`config.mk`:
```
export PLATFORM = sky130hd
export DESIGN_NAME = id_ex_stage_flat
export DESIGN_NICKNAME = d
export VERILOG_FILES = /design/src/rtl/id_ex_pkg.sv /design/src/rtl/id_ex_stage_if.sv /design/src/rtl/alu_ctrl_dec.sv /design/src/rtl/id_ex_stage.sv /design/src/flat_wrapper.sv
export SDC_FILE = /design/constraint.sdc
export NUM_CORES = 1
export LEC_CHECK = 0
export CAP_MARGIN = 20
export CORE_MARGIN = 8
export CORE_UTILIZATION = 35
export CTS_CLUSTER_SIZE = 12
export DETAILED_ROUTE_END_ITERATION = 16
export PLACE_DENSITY = 0.74
export RECOVER_POWER = 100
export SYNTH_ARGS = -nofsm -noshare
export SYNTH_HDL_FRONTEND = slang
export SYNTH_SLANG_ARGS = --single-unit
export TNS_END_PERCENT = 20
```
`constraint.sdc`:
```
create_clock -name clk_i -period 2.4 [get_ports clk_i]
set_clock_uncertainty 0.05 [all_clocks]
set_input_delay 0.48 -clock clk_i [delete_from_list [all_inputs] [get_ports clk_i]]
set_output_delay 0.48 -clock clk_i [all_outputs]
set_load 0.02 [all_outputs]
```
`src/rtl/id_ex_pkg.sv`:
```
// Shared encodings for the ID/EX stage: ALUOp selects, ALU control codes and
// the funct field constants used by the ALU control decoder.
package id_ex_pkg;

   typedef enum logic [1:0] {
      OP_ADD = 2'b00,
      OP_SUB = 2'b01,
      OP_R   = 2'b10,
      OP_I   = 2'b11
   } alu_op_e;

   typedef enum logic [3:0] {
      ALU_AND = 4'b0000,
      ALU_OR  = 4'b0001,
      ALU_ADD = 4'b0010,
      ALU_XOR = 4'b0011,
      ALU_SLL = 4'b0100,
      ALU_SRL = 4'b0101,
      ALU_SUB = 4'b0110,
      ALU_SRA = 4'b0111,
      ALU_MUL = 4'b1111
   } alu_ctrl_e;

   // R-type keys are {funct7, funct3}
   localparam logic [9:0] F10_ADD = 10'b0000000_000;
   localparam logic [9:0] F10_SUB = 10'b0100000_000;
   localparam logic [9:0] F10_AND = 10'b0000000_111;
   localparam logic [9:0] F10_OR  = 10'b0000000_110;
   localparam logic [9:0] F10_XOR = 10'b0000000_100;
   localparam logic [9:0] F10_SLL = 10'b0000000_001;
   localparam logic [9:0] F10_SRL = 10'b0000000_101;
   localparam logic [9:0] F10_SRA = 10'b0100000_101;
   localparam logic [9:0] F10_MUL = 10'b0000001_000;

   localparam logic [2:0] F3_ADDI = 3'b000;
   localparam logic [2:0] F3_ANDI = 3'b111;
   localparam logic [2:0] F3_ORI  = 3'b110;
   localparam logic [2:0] F3_XORI = 3'b100;
   localparam logic [2:0] F3_SLLI = 3'b001;
   localparam logic [2:0] F3_SRXI = 3'b101;

   localparam logic [6:0] F7_BASE = 7'b0000000;
   localparam logic [6:0] F7_ALT  = 7'b0100000;

endpackage

```
`src/rtl/id_ex_stage_if.sv`:
```
// Decode-to-EX bus of the ID/EX stage; master is the decode/EX side,
// slave is the pipeline register itself.
interface id_ex_stage_if #(
   parameter int unsigned XLEN  = 32,
   parameter int unsigned RA_W  = 5,
   parameter int unsigned CNT_W = 16
);
   logic             id_valid_i;
   logic             id_ready_o;
   logic             flush_i;
   logic [XLEN-1:0]  rs1_data_i;
   logic [XLEN-1:0]  rs2_data_i;
   logic [XLEN-1:0]  iimm_i;
   logic [XLEN-1:0]  simm_i;
   logic [RA_W-1:0]  rs1_addr_i;
   logic [RA_W-1:0]  rs2_addr_i;
   logic [RA_W-1:0]  rd_addr_i;
   logic [2:0]       funct3_i;
   logic [6:0]       funct7_i;
   logic [1:0]       alu_op_i;
   logic             alu_src_i;
   logic [1:0]       mem_i;
   logic             wb_i;
   logic             ex_valid_o;
   logic             ex_ready_i;
   logic [XLEN-1:0]  val1_o;
   logic [XLEN-1:0]  val2_o;
   logic [XLEN-1:0]  simm_o;
   logic [RA_W-1:0]  rs1_addr_o;
   logic [RA_W-1:0]  rs2_addr_o;
   logic [RA_W-1:0]  rd_addr_o;
   logic [3:0]       alu_ctrl_o;
   logic [1:0]       mem_o;
   logic             wb_o;
   logic             illegal_o;
   logic [CNT_W-1:0] bubble_cnt_o;

   modport master (
      output id_valid_i, flush_i, rs1_data_i, rs2_data_i, iimm_i, simm_i,
             rs1_addr_i, rs2_addr_i, rd_addr_i, funct3_i, funct7_i,
             alu_op_i, alu_src_i, mem_i, wb_i, ex_ready_i,
      input  id_ready_o, ex_valid_o, val1_o, val2_o, simm_o, rs1_addr_o,
             rs2_addr_o, rd_addr_o, alu_ctrl_o, mem_o, wb_o, illegal_o,
             bubble_cnt_o
   );

   modport slave (
      input  id_valid_i, flush_i, rs1_data_i, rs2_data_i, iimm_i, simm_i,
             rs1_addr_i, rs2_addr_i, rd_addr_i, funct3_i, funct7_i,
             alu_op_i, alu_src_i, mem_i, wb_i, ex_ready_i,
      output id_ready_o, ex_valid_o, val1_o, val2_o, simm_o, rs1_addr_o,
             rs2_addr_o, rd_addr_o, alu_ctrl_o, mem_o, wb_o, illegal_o,
             bubble_cnt_o
   );
endinterface

```
`src/rtl/alu_ctrl_dec.sv`:
```
// Combinational ALU control decode from ALUOp and funct fields; anything not
// decodable falls back to ADD and raises illegal.
module alu_ctrl_dec
   import id_ex_pkg::*;
(
   input  logic [1:0] alu_op,
   input  logic [2:0] funct3,
   input  logic [6:0] funct7,
   output logic [3:0] alu_ctrl,
   output logic       illegal
);
   alu_ctrl_e ctrl;

   always_comb begin
      ctrl    = ALU_ADD;
      illegal = 1'b0;
      case (alu_op_e'(alu_op))
         OP_ADD: ctrl = ALU_ADD;
         OP_SUB: ctrl = ALU_SUB;
         OP_R: begin
            case ({funct7, funct3})
               F10_ADD: ctrl = ALU_ADD;
               F10_SUB: ctrl = ALU_SUB;
               F10_AND: ctrl = ALU_AND;
               F10_OR:  ctrl = ALU_OR;
               F10_XOR: ctrl = ALU_XOR;
               F10_SLL: ctrl = ALU_SLL;
               F10_SRL: ctrl = ALU_SRL;
               F10_SRA: ctrl = ALU_SRA;
               F10_MUL: ctrl = ALU_MUL;
               default: illegal = 1'b1;
            endcase
         end
         default: begin
            // I-type: funct7 only qualifies the shift encodings
            case (funct3)
               F3_ADDI: ctrl = ALU_ADD;
               F3_ANDI: ctrl = ALU_AND;
               F3_ORI:  ctrl = ALU_OR;
               F3_XORI: ctrl = ALU_XOR;
               F3_SLLI: begin
                  if (funct7 == F7_BASE) ctrl = ALU_SLL;
                  else                   illegal = 1'b1;
               end
               F3_SRXI: begin
                  if (funct7 == F7_BASE)     ctrl = ALU_SRL;
                  else if (funct7 == F7_ALT) ctrl = ALU_SRA;
                  else                       illegal = 1'b1;
               end
               default: illegal = 1'b1;
            endcase
         end
      endcase
   end

   assign alu_ctrl = ctrl;
endmodule

```
`src/rtl/id_ex_stage.sv`:
```
// ID/EX pipeline register with valid/ready handshake, stall hold, flush
// bubble insertion, ALU control decode and a saturating bubble counter.
module id_ex_stage
   import id_ex_pkg::*;
#(
   parameter int unsigned XLEN  = 32,
   parameter int unsigned RA_W  = 5,
   parameter int unsigned CNT_W = 16
) (
   input  logic          clk_i,
   input  logic          rst_i,
   id_ex_stage_if.slave  bus
);
   logic [3:0] dec_ctrl;
   logic       dec_illegal;
   logic       load;

   alu_ctrl_dec u_alu_ctrl_dec (
      .alu_op   (bus.alu_op_i),
      .funct3   (bus.funct3_i),
      .funct7   (bus.funct7_i),
      .alu_ctrl (dec_ctrl),
      .illegal  (dec_illegal)
   );

   assign bus.id_ready_o = !bus.ex_valid_o || bus.ex_ready_i;
   assign load           = bus.id_valid_i && bus.id_ready_o && !bus.flush_i;

   always_ff @(posedge clk_i) begin
      if (rst_i) begin
         bus.ex_valid_o   <= 1'b0;
         bus.val1_o       <= '0;
         bus.val2_o       <= '0;
         bus.simm_o       <= '0;
         bus.rs1_addr_o   <= '0;
         bus.rs2_addr_o   <= '0;
         bus.rd_addr_o    <= '0;
         bus.alu_ctrl_o   <= '0;
         bus.mem_o        <= '0;
         bus.wb_o         <= 1'b0;
         bus.illegal_o    <= 1'b0;
         bus.bubble_cnt_o <= '0;
      end else begin
         if (!bus.ex_valid_o && bus.bubble_cnt_o != '1)
            bus.bubble_cnt_o <= bus.bubble_cnt_o + CNT_W'(1);

         // Side-effect controls are zeroed whenever the slot empties
         if (bus.flush_i || (!load && bus.ex_valid_o && bus.ex_ready_i)) begin
            bus.ex_valid_o <= 1'b0;
            bus.mem_o      <= '0;
            bus.wb_o       <= 1'b0;
            bus.illegal_o  <= 1'b0;
         end else if (load) begin
            bus.ex_valid_o <= 1'b1;
            bus.val1_o     <= bus.rs1_data_i;
            bus.val2_o     <= bus.alu_src_i ? bus.iimm_i : bus.rs2_data_i;
            bus.simm_o     <= bus.simm_i;
            bus.rs1_addr_o <= bus.rs1_addr_i;
            bus.rs2_addr_o <= bus.rs2_addr_i;
            bus.rd_addr_o  <= bus.rd_addr_i;
            bus.alu_ctrl_o <= dec_ctrl;
            bus.mem_o      <= bus.mem_i;
            bus.wb_o       <= bus.wb_i;
            bus.illegal_o  <= dec_illegal;
         end
      end
   end
endmodule
```
`src/flat_wrapper.sv`:
```
// flat-port wrapper written by rule: the top's interface ports become plain ports
module id_ex_stage_flat import id_ex_pkg::*;
#(
   parameter int unsigned XLEN  = 32,
   parameter int unsigned RA_W  = 5,
   parameter int unsigned CNT_W = 16
)
  (clk_i, rst_i, bus_id_valid_i, bus_flush_i, bus_rs1_data_i, bus_rs2_data_i, bus_iimm_i, bus_simm_i, bus_rs1_addr_i, bus_rs2_addr_i, bus_rd_addr_i, bus_funct3_i, bus_funct7_i, bus_alu_op_i, bus_alu_src_i, bus_mem_i, bus_wb_i, bus_ex_ready_i, bus_id_ready_o, bus_ex_valid_o, bus_val1_o, bus_val2_o, bus_simm_o, bus_rs1_addr_o, bus_rs2_addr_o, bus_rd_addr_o, bus_alu_ctrl_o, bus_mem_o, bus_wb_o, bus_illegal_o, bus_bubble_cnt_o);
  id_ex_stage_if #(.XLEN(XLEN), .RA_W(RA_W), .CNT_W(CNT_W)) bus_i ();
  input  logic clk_i;
  input  logic rst_i;
  input wire logic [$bits(bus_i.id_valid_i)-1:0] bus_id_valid_i;
  input wire logic [$bits(bus_i.flush_i)-1:0] bus_flush_i;
  input wire logic [$bits(bus_i.rs1_data_i)-1:0] bus_rs1_data_i;
  input wire logic [$bits(bus_i.rs2_data_i)-1:0] bus_rs2_data_i;
  input wire logic [$bits(bus_i.iimm_i)-1:0] bus_iimm_i;
  input wire logic [$bits(bus_i.simm_i)-1:0] bus_simm_i;
  input wire logic [$bits(bus_i.rs1_addr_i)-1:0] bus_rs1_addr_i;
  input wire logic [$bits(bus_i.rs2_addr_i)-1:0] bus_rs2_addr_i;
  input wire logic [$bits(bus_i.rd_addr_i)-1:0] bus_rd_addr_i;
  input wire logic [$bits(bus_i.funct3_i)-1:0] bus_funct3_i;
  input wire logic [$bits(bus_i.funct7_i)-1:0] bus_funct7_i;
  input wire logic [$bits(bus_i.alu_op_i)-1:0] bus_alu_op_i;
  input wire logic [$bits(bus_i.alu_src_i)-1:0] bus_alu_src_i;
  input wire logic [$bits(bus_i.mem_i)-1:0] bus_mem_i;
  input wire logic [$bits(bus_i.wb_i)-1:0] bus_wb_i;
  input wire logic [$bits(bus_i.ex_ready_i)-1:0] bus_ex_ready_i;
  output wire logic [$bits(bus_i.id_ready_o)-1:0] bus_id_ready_o;
  output wire logic [$bits(bus_i.ex_valid_o)-1:0] bus_ex_valid_o;
  output wire logic [$bits(bus_i.val1_o)-1:0] bus_val1_o;
  output wire logic [$bits(bus_i.val2_o)-1:0] bus_val2_o;
  output wire logic [$bits(bus_i.simm_o)-1:0] bus_simm_o;
  output wire logic [$bits(bus_i.rs1_addr_o)-1:0] bus_rs1_addr_o;
  output wire logic [$bits(bus_i.rs2_addr_o)-1:0] bus_rs2_addr_o;
  output wire logic [$bits(bus_i.rd_addr_o)-1:0] bus_rd_addr_o;
  output wire logic [$bits(bus_i.alu_ctrl_o)-1:0] bus_alu_ctrl_o;
  output wire logic [$bits(bus_i.mem_o)-1:0] bus_mem_o;
  output wire logic [$bits(bus_i.wb_o)-1:0] bus_wb_o;
  output wire logic [$bits(bus_i.illegal_o)-1:0] bus_illegal_o;
  output wire logic [$bits(bus_i.bubble_cnt_o)-1:0] bus_bubble_cnt_o;
  assign bus_i.id_valid_i = bus_id_valid_i;
  assign bus_i.flush_i = bus_flush_i;
  assign bus_i.rs1_data_i = bus_rs1_data_i;
  assign bus_i.rs2_data_i = bus_rs2_data_i;
  assign bus_i.iimm_i = bus_iimm_i;
  assign bus_i.simm_i = bus_simm_i;
  assign bus_i.rs1_addr_i = bus_rs1_addr_i;
  assign bus_i.rs2_addr_i = bus_rs2_addr_i;
  assign bus_i.rd_addr_i = bus_rd_addr_i;
  assign bus_i.funct3_i = bus_funct3_i;
  assign bus_i.funct7_i = bus_funct7_i;
  assign bus_i.alu_op_i = bus_alu_op_i;
  assign bus_i.alu_src_i = bus_alu_src_i;
  assign bus_i.mem_i = bus_mem_i;
  assign bus_i.wb_i = bus_wb_i;
  assign bus_i.ex_ready_i = bus_ex_ready_i;
  assign bus_id_ready_o = bus_i.id_ready_o;
  assign bus_ex_valid_o = bus_i.ex_valid_o;
  assign bus_val1_o = bus_i.val1_o;
  assign bus_val2_o = bus_i.val2_o;
  assign bus_simm_o = bus_i.simm_o;
  assign bus_rs1_addr_o = bus_i.rs1_addr_o;
  assign bus_rs2_addr_o = bus_i.rs2_addr_o;
  assign bus_rd_addr_o = bus_i.rd_addr_o;
  assign bus_alu_ctrl_o = bus_i.alu_ctrl_o;
  assign bus_mem_o = bus_i.mem_o;
  assign bus_wb_o = bus_i.wb_o;
  assign bus_illegal_o = bus_i.illegal_o;
  assign bus_bubble_cnt_o = bus_i.bubble_cnt_o;
  id_ex_stage #(.XLEN(XLEN), .RA_W(RA_W), .CNT_W(CNT_W)) u_core (.clk_i(clk_i), .rst_i(rst_i), .bus(bus_i));
endmodule
```
==> results.sh, run 1 <==
export IMPL_grt_pass1_wl_mm=28.8
export IMPL_nFillCells=1392
export IMPL_synth_edf_count=0
export IMPL_antenna_found_initial=1
export IMPL_powerDensity_mw_per_mm2=660
export IMPL_dp_slack_ns=0.0906
export IMPL_cp_cell_sequence="dlygate4sd3_1 > and2b_1 > inv_1 > clkbuf_1"
export IMPL_clk_latency_ns=0.41
export IMPL_cts_hold_buf=0
export IMPL_fin_crit_ns=2.15
export IMPL_ys_flop_type="dfxtp_1"
export IMPL_max_cap_violations=0
export IMPL_synth_most_common_cell="nand2_1"
export IMPL_grt_usage_pct=18.2
export IMPL_netlist_area_leader_share_pct=49.4
export IMPL_avgSynthCellArea_um2=8.42
export IMPL_yosys_warnings=0
export IMPL_peakVddDrop_v=0.000511
export IMPL_chipWidth_um=141
export IMPL_pwr_share_comb_pct=15.8
export IMPL_p_leak_nw=3.84
export IMPL_finish_utilization_pct=59.8
export IMPL_clk_pin_slew_ns=0.06
export IMPL_firstDrtPassIters=4
export IMPL_async_reset_ff_share_pct=0
export IMPL_drt_wl_total_mm=18.6
export IMPL_cts_htree_levels=4
export IMPL_seq_power_share_pct=39.2
export IMPL_setup_ws_ns=0.247
export IMPL_fmax_ghz=0.464
export IMPL_seqCellArea_mm2=0.00272
export IMPL_intPower_mw=4.63
export IMPL_ctsLongestPathBuffers=2
export IMPL_hold_path_class="reg -> reg"
export IMPL_cts_tree="yes"
export IMPL_rsz0062_at_grt="false"
export IMPL_crit_type="in -> out"
export IMPL_fin_setup_tns_ns=0
export IMPL_holdWs_ns=0.398
export IMPL_viasPerCell=4.72
export IMPL_ctsResizeCount=0
export IMPL_syn_inst=654
export IMPL_ys_types=51
export IMPL_drv_slew=0
export IMPL_ys_seq_elements=136
export IMPL_grt_max_degree=67
export IMPL_port_buffers=300
export IMPL_cts_sinks=136
export IMPL_power_switching_mw=1.55
export IMPL_synth_top_cell_by_area="dfxtp_1"
export IMPL_cts_root_buf="clkbuf_16"
export IMPL_p_clk_share_pct=45.0
export IMPL_nets=1116
export IMPL_end_kind="output port"
export IMPL_setup_viol=0
export IMPL_hold_viol=0
export IMPL_area_growth_pct=70.0
export IMPL_vias=5573
export IMPL_cp_required_ns=1.87
export IMPL_swShare_pct=25.1
export IMPL_worstMarginPinSlew_ns=0.687
export IMPL_arrival_ns=1.62
export IMPL_core_mm2=0.0157
export IMPL_dieArea_mm2=0.0200
export IMPL_final_layout_size_suffix_gt1_share_pct=6.02
export IMPL_grt_overflow=0
export IMPL_fp_row_count=46
export IMPL_cts_buffers=17
export IMPL_fin_crit_sh_pct=89.7
export IMPL_dp_cells=1148
export IMPL_drt_drc_violations_left=0
export IMPL_status="finished, final reports clean"
export IMPL_multi_input_area_mm2=0.00249
export IMPL_max_stage_delay_ns=0.54
export IMPL_slowest_stage="dlygate4sd3_1"
export IMPL_worst_path_max_fanout=3
export IMPL_synth_nets=819
export IMPL_synth_area_top_cells="dfxtp_1, nand2_1, a21oi_1"
export IMPL_cp_start_kind="input port"
export IMPL_cts_setup_buffers=0
export IMPL_grt_pass1_vias=5421
export IMPL_dpl_hpwl_mm=14.1
export IMPL_fin_cells=1180
export IMPL_netlist_top_cells_count="nand2_1, dfxtp_1, a21oi_1"
export IMPL_wl_per_cell_um=15.8
export IMPL_synth_area_mm2=0.00551
export IMPL_num_antenna_cells=0
export IMPL_synth_seq_area_share_pct=49.4
export IMPL_worst_slew_margin_rel_pct=53.7
export IMPL_postRouteAntennaNets=0
export IMPL_drtIter0Drc=304
export IMPL_initial_core_util_pct=35.2
export IMPL_die_h_um=141
export IMPL_io_pins=301
export IMPL_place_congestion=0.816
worst max-delay path: cells and delay by family:
kind / cells / cell delay (ns)
AND/OR/NAND/NOR: 1 / 0.20
buffers and inverters: 3 / 0.94
layer usage:
metal  vias to the layer above  track usage (%)  wire (um)
li1                       2831                -          -
met4                         2             5.88        284
met2                       217             30.0       9010
met3                        20             7.69       1710
met5                         -                0         13
met1                      2503             20.9       7630
power groups by stage:
stage                     combinational (mW)  sequential, mW  clock (mW)
final                                  0.975            2.42        2.78
after global routing                    1.05            2.44        2.94
after CTS                               1.04            2.43        2.83
after detailed placement                1.03            2.48           0
after global placement                  1.02            2.47           0
after floorplan                        0.296            2.61           0
worst paths after layout:
| path | depth (start not counted) | startpoint | slack (ns) | to |
|---|---|---|---|---|
| worst min-delay path | 2 | u_core.bus.val1_o[22] | 0.40 | u_core.bus.val1_o[22] |
| worst min register to register | 2 | u_core.bus.val1_o[22] | 0.40 | u_core.bus.val1_o[22] |
| worst max register to register | 5 | u_core.bus.bubble_cnt_o[6] | 0.30 | u_core.bus.bubble_cnt_o[3] |
| worst max-delay path | 4 | bus_ex_ready_i | 0.25 | bus_id_ready_o |
final cells by class:
type	count	area share, %
Timing Repair Buffer	326	34.6
Sequential cell	136	29.1
Multi-Input combinational cell	467	26.6
Clock buffer	18	4.58
Tap cell	216	2.89
Clock inverter	14	2.10
Inverter	3	0.120
sequential cells by signal, summed over array words and instances, names as in the netlist:
register                 flops
u_core.bus.alu_ctrl_o        4
u_core.bus.bubble_cnt_o     16
u_core.bus.ex_valid_o        1
u_core.bus.illegal_o         1
u_core.bus.mem_o             2
u_core.bus.rd_addr_o         5
u_core.bus.rs1_addr_o        5
u_core.bus.rs2_addr_o        5
u_core.bus.simm_o           32
u_core.bus.val1_o           32
u_core.bus.val2_o           32
u_core.bus.wb_o              1
kinds of logic (layout without fill, tap and decap cells):
group / count (synthesis) / after routing / share of synthesized area (%)
adder cells (fa/ha/maj): 1 / 1 / 0.227
XOR/XNOR: 10 / 10 / 1.59
AND/OR/NAND/NOR: 275 / 275 / 21.6
AO/OA/AOI/OAI: 147 / 147 / 16.2
buffers and inverters: 51 / 361 / 4.73
flip-flops: 136 / 136 / 49.4
multiplexers: 34 / 34 / 6.20
through the flow:
step | cell area (um^2) | power [mW]
floorplan | 5510 | 2.90
global placement | 8820 | 3.50
detailed placement | 8820 | 3.51
CTS | 9440 | 6.30
global route | 9360 | 6.43
finish | 9360 | 6.18
placed cells by master, fill, tap and decap left out, types with 2 or more instances in the layout:
| cell | instances |
|---|---|
| a211oi_1 | 35 |
| a21oi_1 | 92 |
| and3_1 | 2 |
| buf_12 | 7 |
| buf_4 | 11 |
| bufinv_16 | 4 |
| clkbuf_1 | 10 |
| clkbuf_16 | 17 |
| clkdlybuf4s50_1 | 160 |
| clkinv_2 | 2 |
| clkinv_4 | 2 |
| clkinvlp_4 | 3 |
| dfxtp_1 | 136 |
| dlygate4sd3_1 | 137 |
| inv_1 | 3 |
| inv_6 | 3 |
| mux2i_1 | 33 |
| nand2_1 | 175 |
| nand2b_1 | 5 |
| nand3_1 | 4 |
| nand4_1 | 4 |
| nand4b_1 | 4 |
| nor2_1 | 58 |
| nor2b_1 | 3 |
| nor3_1 | 6 |
| nor4_1 | 2 |
| o21a_1 | 2 |
| o21ai_0 | 5 |
| o31ai_1 | 2 |
| xnor2_1 | 7 |
| xor2_1 | 3 |
No activity file was read; power rests on OpenSTA's default activity.
==> run 2: changes to the inputs <==
==> constraint.sdc (replaced) <==
create_clock -name clk_i -period 2.4 [get_ports clk_i]
set_clock_uncertainty 0.05 [all_clocks]
set_input_delay 0.48 -clock clk_i [delete_from_list [all_inputs] [get_ports clk_i]]
set_output_delay 0.48 -clock clk_i [all_outputs]
set_load 0.05 [all_outputs]
==> results.sh, run 2 (synthesis results as in run 1) <==
export IMPL_worst_path_max_fanout=6
export IMPL_nFillCells=1437
export IMPL_grt_max_degree=58
export IMPL_r2r_end="u_core.bus.bubble_cnt_o[3]"
export IMPL_core_mm2=0.0157
export IMPL_end_kind="output port"
export IMPL_drt_drc_violations_left=0
export IMPL_wl_per_cell_um=15.7
export IMPL_place_congestion=0.821
export IMPL_grt_usage_pct=18.1
export IMPL_cts_tree="yes"
export IMPL_path_depth=1
export IMPL_die_h_um=141
export IMPL_hp_start="u_core.bus.rs1_addr_o[2]"
export IMPL_cp_start_kind="flip-flop"
export IMPL_fin_cells=1176
export IMPL_fin_crit_ns=2.31
export IMPL_dpl_hpwl_mm=14.2
export IMPL_design_area_mm2=0.00930
export IMPL_initial_core_util_pct=35.2
export IMPL_ctsResizeCount=0
export IMPL_dpl_cell_area_mm2=0.00877
export IMPL_peakVddDrop_v=0.000481
export IMPL_cts_buffers=17
export IMPL_fin_setup_tns_ns=0
export IMPL_setup_worst_path_end="bus_bubble_cnt_o[6]"
export IMPL_cts_htree_levels=4
export IMPL_viasPerCell=4.72
export IMPL_multi_input_area_mm2=0.00251
export IMPL_io_pins=301
export IMPL_seqCellArea_mm2=0.00272
export IMPL_cts_setup_buffers=0
export IMPL_cp_required_ns=1.87
export IMPL_num_antenna_cells=0
export IMPL_final_common_cell="nand2_1"
export IMPL_crit_start="u_core.bus.bubble_cnt_o[6]"
export IMPL_grt_overflow=0
export IMPL_max_stage_delay_ns=0.87
export IMPL_firstDrtPassIters=4
export IMPL_rsz0062_at_grt="false"
export IMPL_antenna_found_initial=1
export IMPL_crit_buf_inv=1
export IMPL_final_layout_size_suffix_gt1_share_pct=6.35
export IMPL_setup_viol=0
export IMPL_hold_viol=0
export IMPL_drtIter0Drc=289
export IMPL_max_cap_violations=0
export IMPL_clk_latency_ns=0.41
export IMPL_clk_pin_slew_ns=0.06
export IMPL_port_buffers=300
export IMPL_worst_slew_margin_rel_pct=54.6
export IMPL_worstMarginPinSlew_ns=0.680
export IMPL_finish_utilization_pct=59.4
export IMPL_dieArea_mm2=0.0200
export IMPL_r2r_cells=5
export IMPL_p_leak_nw=3.83
export IMPL_fin_crit_sh_pct=96.3
export IMPL_fmax_ghz=0.433
export IMPL_grt_pass1_wl_mm=28.6
export IMPL_cts_sinks=136
export IMPL_chipWidth_um=141
export IMPL_nets=1112
export IMPL_final_cell_mix="nand2_1, clkdlybuf4s50_1, dfxtp_1"
export IMPL_arrival_ns=1.78
export IMPL_timing_rr_start="u_core.bus.bubble_cnt_o[6]"
export IMPL_slowest_stage="clkdlybuf4s50_1"
export IMPL_crit_family="buffers and inverters"
export IMPL_postRouteAntennaNets=0
export IMPL_reg2reg_slack_ns=0.14
export IMPL_grt_pass1_vias=5367
export IMPL_area_growth_pct=69.0
export IMPL_drt_wl_total_mm=18.5
export IMPL_cts_root_buf="clkbuf_16"
export IMPL_fp_row_count=46
export IMPL_holdWs_ns=0.398
export IMPL_status="finished, final reports clean"
export IMPL_cp_cell_sequence="clkdlybuf4s50_1"
export IMPL_powerDensity_mw_per_mm2=674
export IMPL_dp_cells=1144
export IMPL_cts_hold_buf=0
export IMPL_top_regs="u_core.bus.simm_o (32), u_core.bus.val1_o (32), u_core.bus.val2_o (32)"
export IMPL_hold_path_class="reg -> reg"
export IMPL_crit_type="reg -> out"
export IMPL_ctsLongestPathBuffers=2
export IMPL_vias=5554
export IMPL_drv_slew=0
-- run 2: cell type report --
cell class / instances / area share (%)
Timing Repair Buffer: 322 / 34.2
Multi-Input combinational cell: 467 / 27.0
Tap cell: 216 / 2.90
Sequential cell: 136 / 29.3
Inverter: 3 / 0.121
Clock inverter: 12 / 1.47
Clock buffer: 20 / 5.02
-- run 2: metrics by stage --
step           setup WS [ns]  total power [mW]
3_5_place_dp           0.170              3.74
4_1_cts               0.0653              6.39
6_report              0.0882              6.27
5_1_grt               0.0260              6.52
2_1_floorplan          0.268              3.15
3_3_place_gp           0.166              3.73
-- run 2: how the worst min path moves through the flow --
stage                               end  slack, ns  depth (start not counted)
6_report       u_core.bus.rs1_addr_o[2]       0.40                          2
5_1_grt             u_core.bus.mem_o[0]       0.41                          2
4_1_cts           u_core.bus.simm_o[15]       0.40                          2
3_5_place_dp      u_core.bus.simm_o[15]       0.40                          2
3_3_place_gp   u_core.bus.alu_ctrl_o[3]       0.39                          2
2_1_floorplan     u_core.bus.ex_valid_o       0.55                          1
-- run 2: per-layer routing --
layer,up-vias,GRT usage [%],wire (um)
met4,2,6.16,327
li1,2812,-,-
met1,2492,21.0,7640
met5,-,0,10
met2,226,29.8,8840
met3,22,7.39,1700
-- run 2: report_power, final --
part	total [mW]	internal (mW)	switching (mW)
clock	2.64	1.63	1.01
combinational	1.21	0.504	0.707
sequential	2.42	2.37	0.0537
==> edit: new RTL, config.mk and constraints of run 1 <==
`XLEN` is set to 32 in 3 places; all go to 40.
--- a/src/rtl/id_ex_stage_if.sv
+++ b/src/rtl/id_ex_stage_if.sv
@@ -3,3 +3,3 @@
 interface id_ex_stage_if #(
-   parameter int unsigned XLEN  = 32,
+   parameter int unsigned XLEN  = 40,
    parameter int unsigned RA_W  = 5,
--- a/src/rtl/id_ex_stage.sv
+++ b/src/rtl/id_ex_stage.sv
@@ -5,3 +5,3 @@
 #(
-   parameter int unsigned XLEN  = 32,
+   parameter int unsigned XLEN  = 40,
    parameter int unsigned RA_W  = 5,
--- a/src/flat_wrapper.sv
+++ b/src/flat_wrapper.sv
@@ -3,3 +3,3 @@
 #(
-   parameter int unsigned XLEN  = 32,
+   parameter int unsigned XLEN  = 40,
    parameter int unsigned RA_W  = 5,
Interface: changed (7 resized); port bits go from 301 to 357. The function was not compared with the original's and may differ.
==> edit against run 1 <==
Final cell count increased by 13%. Synthesized area increased by 15%. Largest cell class unchanged. Final area increased by 15%. Wire length increased by 19%. Sequential cell count increased by 24. Worst setup slack got worse by 0.018 ns. Non-clock buffer count increased by 54. Largest power group is now sequential cells. First-iteration DRC count decreased by 7.9%. Power increased by 7.9%. Clock power decreased by 5%. Hold slack got worse by 0.10 ns. Via count increased by 15%.
==> edit: results (changes against run 1) <==
Critical path
  • Crit path capture: bus_ex_valid_o (was bus_id_ready_o)
  • CP Data Arrival Time: 1.64 ns (was 1.62 ns)
  • CP max stage delay: 0.74 ns (was 0.54 ns)
  • R2r setup slk: 0.43 ns (was 0.30 ns)
  • Max FO, Critical Path: 10 (was 3)
  • Critical Path Source: u_core.bus.ex_valid_o (was bus_ex_ready_i)
  • Worst R2R End: u_core.bus.bubble_cnt_o[13] (was u_core.bus.bubble_cnt_o[3])

Yosys
  • Post-synthesis cell type count: 44 (was 51)
  • Adder-Cell Fraction of Synth Area: 0.198% (was 0.227%)
  • Syn_area_per_cell: 8.35 sq um (was 8.42 sq um)
  • Top cells by count, synth: 207 x nand2_1, 160 x dfxtp_1, 103 x a21oi_1 (was 175 x nand2_1, 136 x dfxtp_1, 92 x a21oi_1)
  • Post-Synth XOR/XNOR Area: 1.80% (was 1.59%)
  • Sequential fraction of the synthesis area: 50.7% (was 49.4%)
  • Compound-cell area share of the yosys netlist: 15.8% (was 16.2%)

Layout
  • Top Registers: u_core.bus.simm_o (40), u_core.bus.val1_o (40), u_core.bus.val2_o (40) (was u_core.bus.simm_o (32), u_core.bus.val1_o (32), u_core.bus.val2_o (32))

Timing
  • WHS: 0.294 ns (was 0.398 ns)

Global route
  • GRT Total Usage: 19.1% (was 18.2%)
  • Pin count of the biggest net entering global routing: 156 (was 67)
  • First-pass GRT wire length: 34.0 mm (was 28.8 mm)
  • Initial antenna violation count: 0 (was 1)
  • GRT met2 Usage: 33.6% (was 30.0%)
  • GRT met3 Usage: 7.09% (was 7.69%)

Placement
  • Dpl ws: -0.166 ns (was 0.0906 ns)
  • PortBufs: 356 (was 300)
  • Post-DP HPWL: 16.6 mm (was 14.1 mm)
  • RePlAce Congestion: 0.823 (was 0.816)

Power
  • Sequential power: 2.85 mW (was 2.42 mW)
  • Comb. pwr: 1.17 mW (was 0.975 mW)
  • Pleak: 4.43 nW (was 3.84 nW)
  • NetSw: 1.73 mW (was 1.55 mW)
  • VDD IR max: 0.000466 V (was 0.000511 V)

Detailed routing
  • DR top layer: met4 (was met5)
  • Routed wl met3: 2.21 mm (was 1.71 mm)
  • DRT met1 WL: 8.58 mm (was 7.63 mm)
  • Avg WL per Cell: 16.6 microns (was 15.8 microns)
  • Vias per cell: 4.80 (was 4.72)

Hold path
  • Hold Path Origin: rst_i (was u_core.bus.val1_o[22])
  • Worst min path class: in2reg (was reg2reg)
  • Endpoint, Worst Hold: u_core.bus.ex_valid_o (was u_core.bus.val1_o[22])

Run status
  • Status: finished clean (unchanged)
-- edit: changes by cell type in the layout (fill, tap and decap cells not counted), moves of 5 or more --
cell	before	now
mux2i_1	33	44
clkdlybuf4s50_1	160	192
clkbuf_1	10	5
a21oi_1	92	103
buf_12	7	13
nand3_1	4	9
nand2_1	175	207
dlygate4sd3_1	137	161
a211oi_1	35	44
dfxtp_1	136	160
-- edit: worst min-delay path, delay by kind of cell --
kind                   cells  cell delay [ns]
AOI/OAI and AO/OA          1             0.09
and+or+nand+nor            1             0.05
buffers and inverters      1             0.10
-- edit: cell type report --
cell class | count | area (sq um)
clock buffer | 19 | 433
inverter | 2 | 7.51
tap | 229 | 287
fill | 1635 | 7030
multi-input combinational | 537 | 2860
sequential | 160 | 3200
clock inverter | 12 | 134
timing repair buffer | 380 | 3880
